[src/rtl/spi_wrap_filter_pkg.sv]
// rtl/spi_wrap_filter_pkg.sv - shared frame constants, field offsets and helpers for the wrap filter
package spi_wrap_filter_pkg;

  // Frame delimiter nibbles and the status-frame header
  localparam logic [3:0]  SOF_NIBBLE    = 4'hF;
  localparam logic [3:0]  EOF_NIBBLE    = 4'hF;
  localparam logic [15:0] STATUS_HEADER = 16'h57A7;

  // Command types carried by wrap frames
  typedef enum logic [1:0] {
    TYPE_NOP    = 2'd0,
    TYPE_WRITE  = 2'd1,
    TYPE_READ   = 2'd2,
    TYPE_UPDATE = 2'd3
  } frame_type_e;

  // Field offsets inside a 64-bit command beat
  localparam int ADDR_HI_LSB = 16;
  localparam int ADDR_HI_W   = 10;
  localparam int ADDR_LO_LSB = 36;
  localparam int ADDR_LO_W   = 12;
  localparam int SOF_LSB     = 28;
  localparam int EOF_LSB     = 48;

  // Filter control states
  typedef enum logic [1:0] {
    ST_RESET = 2'd0,
    ST_IDLE  = 2'd1,
    ST_DROP  = 2'd2
  } state_e;

  function automatic logic [21:0] get_addr(input logic [63:0] d);
    return {d[ADDR_HI_LSB +: ADDR_HI_W], d[ADDR_LO_LSB +: ADDR_LO_W]};
  endfunction

  function automatic logic [3:0] get_sof(input logic [63:0] d);
    return d[SOF_LSB +: 4];
  endfunction

  function automatic logic [3:0] get_eof(input logic [63:0] d);
    return d[EOF_LSB +: 4];
  endfunction

  // Counters stick at all-ones instead of wrapping
  function automatic logic [15:0] sat_inc(input logic [15:0] v);
    return (v == 16'hFFFF) ? v : v + 16'd1;
  endfunction

endpackage

[src/rtl/spi_wrap_filter_if.sv]
// rtl/spi_wrap_filter_if.sv - 64-bit command stream bundle with tuser sideband
interface spi_wrap_filter_if;
  logic [63:0] tdata;
  logic [7:0]  tuser;
  logic        tvalid;
  logic        tlast;
  logic        tready;

  modport master (output tdata, output tuser, output tvalid, output tlast, input tready);
  modport slave  (input tdata, input tuser, input tvalid, input tlast, output tready);
endinterface

[src/rtl/spi_axis_out_reg.sv]
// rtl/spi_axis_out_reg.sv - single-entry output holding register with valid/ready drain
module spi_axis_out_reg (
  input  logic        aclk,
  input  logic        aresetn,
  input  logic        i_load,
  input  logic [63:0] i_tdata,
  input  logic [7:0]  i_tuser,
  input  logic        i_tready,
  output logic        o_tvalid,
  output logic [63:0] o_tdata,
  output logic [7:0]  o_tuser
);

  logic        r_valid;
  logic [63:0] r_data;
  logic [7:0]  r_user;

  // Load wins over drain so a same-cycle drain and reload stays valid with no bubble
  always_ff @(posedge aclk) begin
    if (!aresetn) begin
      r_valid <= 1'b0;
      r_data  <= 64'd0;
      r_user  <= 8'd0;
    end else if (i_load) begin
      r_valid <= 1'b1;
      r_data  <= i_tdata;
      r_user  <= i_tuser;
    end else if (i_tready) begin
      r_valid <= 1'b0;
    end
  end

  assign o_tvalid = r_valid;
  assign o_tdata  = r_data;
  assign o_tuser  = r_user;

endmodule

[src/rtl/spi_wrap_filter.sv]
// rtl/spi_wrap_filter.sv - wrap command filter; SPI_WRAP_FILTER_PASSTHRU_EN forwards non-matching beats on p_axis
module spi_wrap_filter
  import spi_wrap_filter_pkg::*;
#(
  parameter logic [15:0] HEADER     = 16'h57A5,
  parameter logic [21:0] ADDR_MASK  = 22'h3FFFFC,
  parameter logic [21:0] ADDR_MATCH = 22'h000000
) (
  input  logic                     aclk,
  input  logic                     aresetn,
  spi_wrap_filter_if.slave         s_axis,
  spi_wrap_filter_if.master        m_axis,
  spi_wrap_filter_if.master        p_axis,
  output logic [15:0]              err_count_o,
  output logic [15:0]              miss_count_o
);

  state_e      r_state;
  logic [15:0] r_err_count;
  logic [15:0] r_miss_count;

  logic        w_s_ready;
  logic        w_accept;
  logic        w_well_formed;
  logic        w_match;
  logic        w_m_ok;
  logic        w_p_ok;
  logic        w_load_m;
  logic        w_load_p;
  logic [21:0] w_addr;

  assign w_addr        = get_addr(s_axis.tdata);
  assign w_well_formed = (s_axis.tdata[15:0] == HEADER) &&
                         (get_sof(s_axis.tdata) == SOF_NIBBLE) &&
                         (get_eof(s_axis.tdata) == EOF_NIBBLE) &&
                         s_axis.tlast;
  assign w_match       = ((w_addr & ADDR_MASK) == (ADDR_MATCH & ADDR_MASK));

  assign w_m_ok = !m_axis.tvalid || m_axis.tready;
`ifdef SPI_WRAP_FILTER_PASSTHRU_EN
  assign w_p_ok = !p_axis.tvalid || p_axis.tready;
`else
  assign w_p_ok = 1'b1;
`endif

  // Input ready depends on state: blocked in RESET, output space in IDLE, always in DROP
  always_comb begin
    w_s_ready = 1'b0;
    case (r_state)
      ST_IDLE: w_s_ready = w_m_ok && w_p_ok;
      ST_DROP: w_s_ready = 1'b1;
      default: w_s_ready = 1'b0;
    endcase
  end

  assign s_axis.tready = w_s_ready;
  assign w_accept      = s_axis.tvalid && w_s_ready;

  assign w_load_m = (r_state == ST_IDLE) && w_accept && w_well_formed && w_match;
`ifdef SPI_WRAP_FILTER_PASSTHRU_EN
  assign w_load_p = (r_state == ST_IDLE) && w_accept && w_well_formed && !w_match;
`else
  assign w_load_p = 1'b0;
`endif

  // Filter state machine plus the saturating error and miss counters
  always_ff @(posedge aclk) begin
    if (!aresetn) begin
      r_state      <= ST_RESET;
      r_err_count  <= 16'd0;
      r_miss_count <= 16'd0;
    end else begin
      case (r_state)
        ST_RESET: r_state <= ST_IDLE;
        ST_IDLE: begin
          if (w_accept) begin
            if (!s_axis.tlast) begin
              r_state     <= ST_DROP;
              r_err_count <= sat_inc(r_err_count);
            end else if (!w_well_formed) begin
              r_err_count <= sat_inc(r_err_count);
            end
`ifndef SPI_WRAP_FILTER_PASSTHRU_EN
            else if (!w_match) begin
              r_miss_count <= sat_inc(r_miss_count);
            end
`endif
          end
        end
        ST_DROP: begin
          if (w_accept && s_axis.tlast) begin
            r_state <= ST_IDLE;
          end
        end
        default: r_state <= ST_RESET;
      endcase
    end
  end

  assign err_count_o  = r_err_count;
  assign miss_count_o = r_miss_count;

  spi_axis_out_reg u_m_reg (
    .aclk     (aclk),
    .aresetn  (aresetn),
    .i_load   (w_load_m),
    .i_tdata  (s_axis.tdata),
    .i_tuser  (s_axis.tuser),
    .i_tready (m_axis.tready),
    .o_tvalid (m_axis.tvalid),
    .o_tdata  (m_axis.tdata),
    .o_tuser  (m_axis.tuser)
  );

  spi_axis_out_reg u_p_reg (
    .aclk     (aclk),
    .aresetn  (aresetn),
    .i_load   (w_load_p),
    .i_tdata  (s_axis.tdata),
    .i_tuser  (s_axis.tuser),
    .i_tready (p_axis.tready),
    .o_tvalid (p_axis.tvalid),
    .o_tdata  (p_axis.tdata),
    .o_tuser  (p_axis.tuser)
  );

  assign m_axis.tlast = 1'b1;
  assign p_axis.tlast = 1'b1;

endmodule
[src/flat_wrapper.sv]
// flat-port wrapper written by rule: the top's interface ports become plain ports
module spi_wrap_filter_flat import spi_wrap_filter_pkg::*;
#(
  parameter logic [15:0] HEADER     = 16'h57A5,
  parameter logic [21:0] ADDR_MASK  = 22'h3FFFFC,
  parameter logic [21:0] ADDR_MATCH = 22'h000000
)
  (aclk, aresetn, err_count_o, miss_count_o, s_axis_tdata, s_axis_tuser, s_axis_tvalid, s_axis_tlast, s_axis_tready, m_axis_tdata, m_axis_tuser, m_axis_tvalid, m_axis_tlast, m_axis_tready, p_axis_tdata, p_axis_tuser, p_axis_tvalid, p_axis_tlast, p_axis_tready);
  spi_wrap_filter_if s_axis_i ();
  spi_wrap_filter_if m_axis_i ();
  spi_wrap_filter_if p_axis_i ();
  input  logic aclk;
  input  logic aresetn;
  output logic [15:0] err_count_o;
  output logic [15:0] miss_count_o;
  input wire logic [$bits(s_axis_i.tdata)-1:0] s_axis_tdata;
  input wire logic [$bits(s_axis_i.tuser)-1:0] s_axis_tuser;
  input wire logic [$bits(s_axis_i.tvalid)-1:0] s_axis_tvalid;
  input wire logic [$bits(s_axis_i.tlast)-1:0] s_axis_tlast;
  output wire logic [$bits(s_axis_i.tready)-1:0] s_axis_tready;
  output wire logic [$bits(m_axis_i.tdata)-1:0] m_axis_tdata;
  output wire logic [$bits(m_axis_i.tuser)-1:0] m_axis_tuser;
  output wire logic [$bits(m_axis_i.tvalid)-1:0] m_axis_tvalid;
  output wire logic [$bits(m_axis_i.tlast)-1:0] m_axis_tlast;
  input wire logic [$bits(m_axis_i.tready)-1:0] m_axis_tready;
  output wire logic [$bits(p_axis_i.tdata)-1:0] p_axis_tdata;
  output wire logic [$bits(p_axis_i.tuser)-1:0] p_axis_tuser;
  output wire logic [$bits(p_axis_i.tvalid)-1:0] p_axis_tvalid;
  output wire logic [$bits(p_axis_i.tlast)-1:0] p_axis_tlast;
  input wire logic [$bits(p_axis_i.tready)-1:0] p_axis_tready;
  assign s_axis_i.tdata = s_axis_tdata;
  assign s_axis_i.tuser = s_axis_tuser;
  assign s_axis_i.tvalid = s_axis_tvalid;
  assign s_axis_i.tlast = s_axis_tlast;
  assign s_axis_tready = s_axis_i.tready;
  assign m_axis_tdata = m_axis_i.tdata;
  assign m_axis_tuser = m_axis_i.tuser;
  assign m_axis_tvalid = m_axis_i.tvalid;
  assign m_axis_tlast = m_axis_i.tlast;
  assign m_axis_i.tready = m_axis_tready;
  assign p_axis_tdata = p_axis_i.tdata;
  assign p_axis_tuser = p_axis_i.tuser;
  assign p_axis_tvalid = p_axis_i.tvalid;
  assign p_axis_tlast = p_axis_i.tlast;
  assign p_axis_i.tready = p_axis_tready;
  spi_wrap_filter #(.HEADER(HEADER), .ADDR_MASK(ADDR_MASK), .ADDR_MATCH(ADDR_MATCH)) u_core (.aclk(aclk), .aresetn(aresetn), .s_axis(s_axis_i), .m_axis(m_axis_i), .p_axis(p_axis_i), .err_count_o(err_count_o), .miss_count_o(miss_count_o));
endmodule
[config.mk]
export PLATFORM = sky130hd
export DESIGN_NAME = spi_wrap_filter_flat
export DESIGN_NICKNAME = d
export VERILOG_FILES = /design/src/rtl/spi_wrap_filter_pkg.sv /design/src/rtl/spi_wrap_filter_if.sv /design/src/rtl/spi_axis_out_reg.sv /design/src/rtl/spi_wrap_filter.sv /design/src/flat_wrapper.sv
export SDC_FILE = /design/constraint.sdc
export NUM_CORES = 1
export LEC_CHECK = 0
export ABC_AREA = 1
export BUFFER_PORTS_ARGS = -buffer_cell sky130_fd_sc_hd__clkbuf_2
export CAP_MARGIN = 20
export CORE_MARGIN = 2
export CORE_UTILIZATION = 51
export CTS_CLUSTER_SIZE = 20
export DETAILED_ROUTE_END_ITERATION = 6
export GPL_TIMING_DRIVEN = 0
export PLACE_DENSITY = 0.91
export SKIP_CTS_REPAIR_TIMING = 1
export SLEW_MARGIN = 0
export SYNTH_ARGS = -nofsm -noshare
export SYNTH_HDL_FRONTEND = slang
export SYNTH_HIERARCHICAL = 1
export SYNTH_SLANG_ARGS = --single-unit
[constraint.sdc]
create_clock -name aclk -period 1.9 [get_ports aclk]
set_input_delay 0.19 -clock aclk [delete_from_list [all_inputs] [get_ports aclk]]
set_output_delay 0.19 -clock aclk [all_outputs]
set_load 0.005 [all_outputs]
==> flow_metrics.env <==
export IMPL_run_status="finished, final reports clean"
export IMPL_slew_violations=0
export IMPL_finalCritPeriodShare_pct=97.9
export IMPL_hold_viol=0
export IMPL_nFillCells=1131
export IMPL_crit_path_max_incr_delay_ps=330
export IMPL_viasPerCell=5.19
export IMPL_yosysWarnings=6
export IMPL_cts_buffers=17
export IMPL_total_power_uw=8780
export IMPL_drtIter0Drc=691
export IMPL_finalClockSkew_ps=6.97
export IMPL_pre_cts_slack_ps=-206
export IMPL_antenna_found_initial=0
export IMPL_clock_latency_ps=430
export IMPL_synth_area_per_cell_um2=7.13
export IMPL_dieArea_mm2=0.0155
export IMPL_placed_cells=1471
export IMPL_drive_above_1_share_pct=28.6
export IMPL_vias=7820
export IMPL_clockRootBuffer="clkbuf_16"
export IMPL_clkSlewWorstSetupHoldPaths_ps=70
export IMPL_synth_edf_count=0
export IMPL_most_common_layout_cells="nor2_1 (399), clkbuf_2 (262), dfxtp_1 (179)"
export IMPL_fmax_ghz=0.537
export IMPL_grt_busiest_layer="met2"
export IMPL_setup_slack_ps=39.3
export IMPL_fp_row_count=43
export IMPL_min_path_type="in -> reg"
export IMPL_cts_max_level=4
export IMPL_layout_cells_non_filler=1508
export IMPL_setup_viol=0
export IMPL_cts_buffer_depth=2
export IMPL_critical_path_buf_inv_count=4
export IMPL_synth_top_area_cell="dfxtp_1"
export IMPL_yosys_top_cells_area="dfxtp_1 (49%), nor2_1 (21%), o21ai_0 (10%)"
export IMPL_layout_commonest_cell="nor2_1"
export IMPL_grt_use_met1_pct=34.7
export IMPL_drv_cap=0
export IMPL_io_pins=259
export IMPL_post_drt_wl_per_cell_um=14.8
export IMPL_dp_hpwl_mm=16.2
export IMPL_cts_tree="yes"
export IMPL_required_ps=2210
export IMPL_core_mm2=0.0140
export IMPL_post_route_min_period_ps=1860
export IMPL_ys_ff_latch=180
export IMPL_crit_arrival_ps=2170
export IMPL_rsz0062_at_grt="true"
export IMPL_grt_overflow_total=0
export IMPL_fin_hold_ws_ps=1.27
export IMPL_syn_inst=1035
export IMPL_startpoint_type="flip-flop"
export IMPL_n_antenna_cell=0
export IMPL_ant_nets=0
export IMPL_area_growth_pct=30.8
export IMPL_io_buffer_count=255
export IMPL_slowest_stage="dfxtp_1"
export IMPL_grt_pass1_vias=7152
export IMPL_peakVddDrop_mv=0.643
export IMPL_grt_max_degree=17
export IMPL_start_util_pct=52.8
export IMPL_grt_util_met2_pct=46.1
export IMPL_path_delay_family="simple AND/OR/NAND/NOR gates"
export IMPL_ys_types=29
export IMPL_num_nets_final=1398
export IMPL_crit_chain="inv_2, ha_4, nand2_2, nand2_2, nand3_4, nor3_4, buf_6, inv_8, buf_4, nor2_1, nor2_1"
export IMPL_synthesis_area_mm2=0.00738
export IMPL_critPathCaptureType="flip-flop"
export IMPL_ys_flop_type="dfxtp_1"
export IMPL_wirelength_mm=22.3
export IMPL_gp_congestion=0.894
export IMPL_crit_type="reg -> reg"
export IMPL_utilization_pct=69.1
export IMPL_first_pass_iters=6
export IMPL_ys_async_sr_fraction_pct=0
export IMPL_leakage_uw=0.00479
export IMPL_power_density_mw_per_mm2=909
export IMPL_die_y_um=124
export IMPL_crit_path_max_fanout=10
export IMPL_drcViolationCount=0
export IMPL_fp_dieW_um=124
export IMPL_synth_top_area_share_pct=48.8
export IMPL_grt_usage_pct=27.7
export IMPL_clkSinkCount=180
export IMPL_ys_seq_area_share_pct=48.8
export IMPL_grt_util_met3_pct=7.00
export IMPL_grt_pass1_wl_mm=35.3
==> metal layers <==
layer  share of wire, %  up-vias  wire, um
li1                   -     3830         -
met3                7.1       40      1590
met2                 48      341     10800
met4                2.6        0       582
met1                 42     3609      9370
met5                  0        -         0
==> worst min-delay path, stage by stage <==
cell	delay, ps
clkbuf_2	70
inv_1	30
nand2_1	40
a21oi_1	50
==> registers in the layout (all words and copies together) (netlist names) <==
name and count:
u_core/u_m_reg/o_tvalid 1, u_core/err_count_o 16, u_core/miss_count_o 16, u_core/u_p_reg/o_tdata 64
u_core/u_m_reg/o_tdata 64, u_core/u_p_reg/o_tvalid 1, u_core/r_state 2, u_core/u_p_reg/o_tuser 8
u_core/u_m_reg/o_tuser 8
==> final cells by class <==
| class | count | area, um2 | area share (%) |
|---|---|---|---|
| Multi-Input combinational cell | 758 | 3350 | 34.6 |
| Buffer | 54 | 350 | 3.63 |
| Clock buffer | 22 | 494 | 5.12 |
| Sequential cell | 180 | 3600 | 37.3 |
| Tap cell | 180 | 225 | 2.33 |
| Clock inverter | 10 | 143 | 1.48 |
| Inverter | 44 | 180 | 1.87 |
| Timing Repair Buffer | 260 | 1320 | 13.6 |
==> power by group <==
part | switching [uW] | leakage (uW) | internal, uW
clock network | 1480 | 0.000313 | 2260
registers | 81.7 | 0.00147 | 3910
logic | 604 | 0.00301 | 449
==> synth_stat cells (4+ instances only) <==
cell	instances
nor2_1	405
dfxtp_1	180
o21ai_0	150
nand2_1	116
inv_1	40
nand3_1	31
a21oi_1	18
buf_2	18
clkbuf_2	14
buf_4	10
clkbuf_4	6
nor3_1	6
buf_6	5
ha_1	5
nand3_2	4
nand4_1	4
xor2_1	4
==> stage by stage <==
step	setup TNS (ps)	area (um2)
4_1_cts	-10100	9530
2_1_floorplan	0	7390
6_report	0	9660
3_5_place_dp	-8670	8890
5_1_grt	-108	9660
3_3_place_gp	-6550	8890
==> final timing paths <==
check                          startpoint                         to  slack (ps)  depth (start not counted)
hold / removal              p_axis_tready    u_core/u_p_reg/o_tvalid           1                          4
hold reg to reg   u_core/u_p_reg/o_tvalid    u_core/u_p_reg/o_tvalid         460                          2
setup reg to reg        u_core/r_state[1]  u_core/u_m_reg/o_tuser[6]          40                         11
setup / recovery        u_core/r_state[1]  u_core/u_m_reg/o_tuser[6]          40                         11
==> kinds of logic (layout without fill, tap and decap cells) <==
group / after synthesis / after routing / synth area share (%)
other cells: 2 / 3 / 0.102
flops: 180 / 180 / 48.8
buf+inv: 98 / 390 / 7.05
fa+ha+maj: 5 / 5 / 0.847
xor+xnor: 5 / 5 / 0.593
simple gates: 576 / 576 / 31.0
compound gates: 169 / 169 / 11.6
Power figures use the tool's default switching activity.
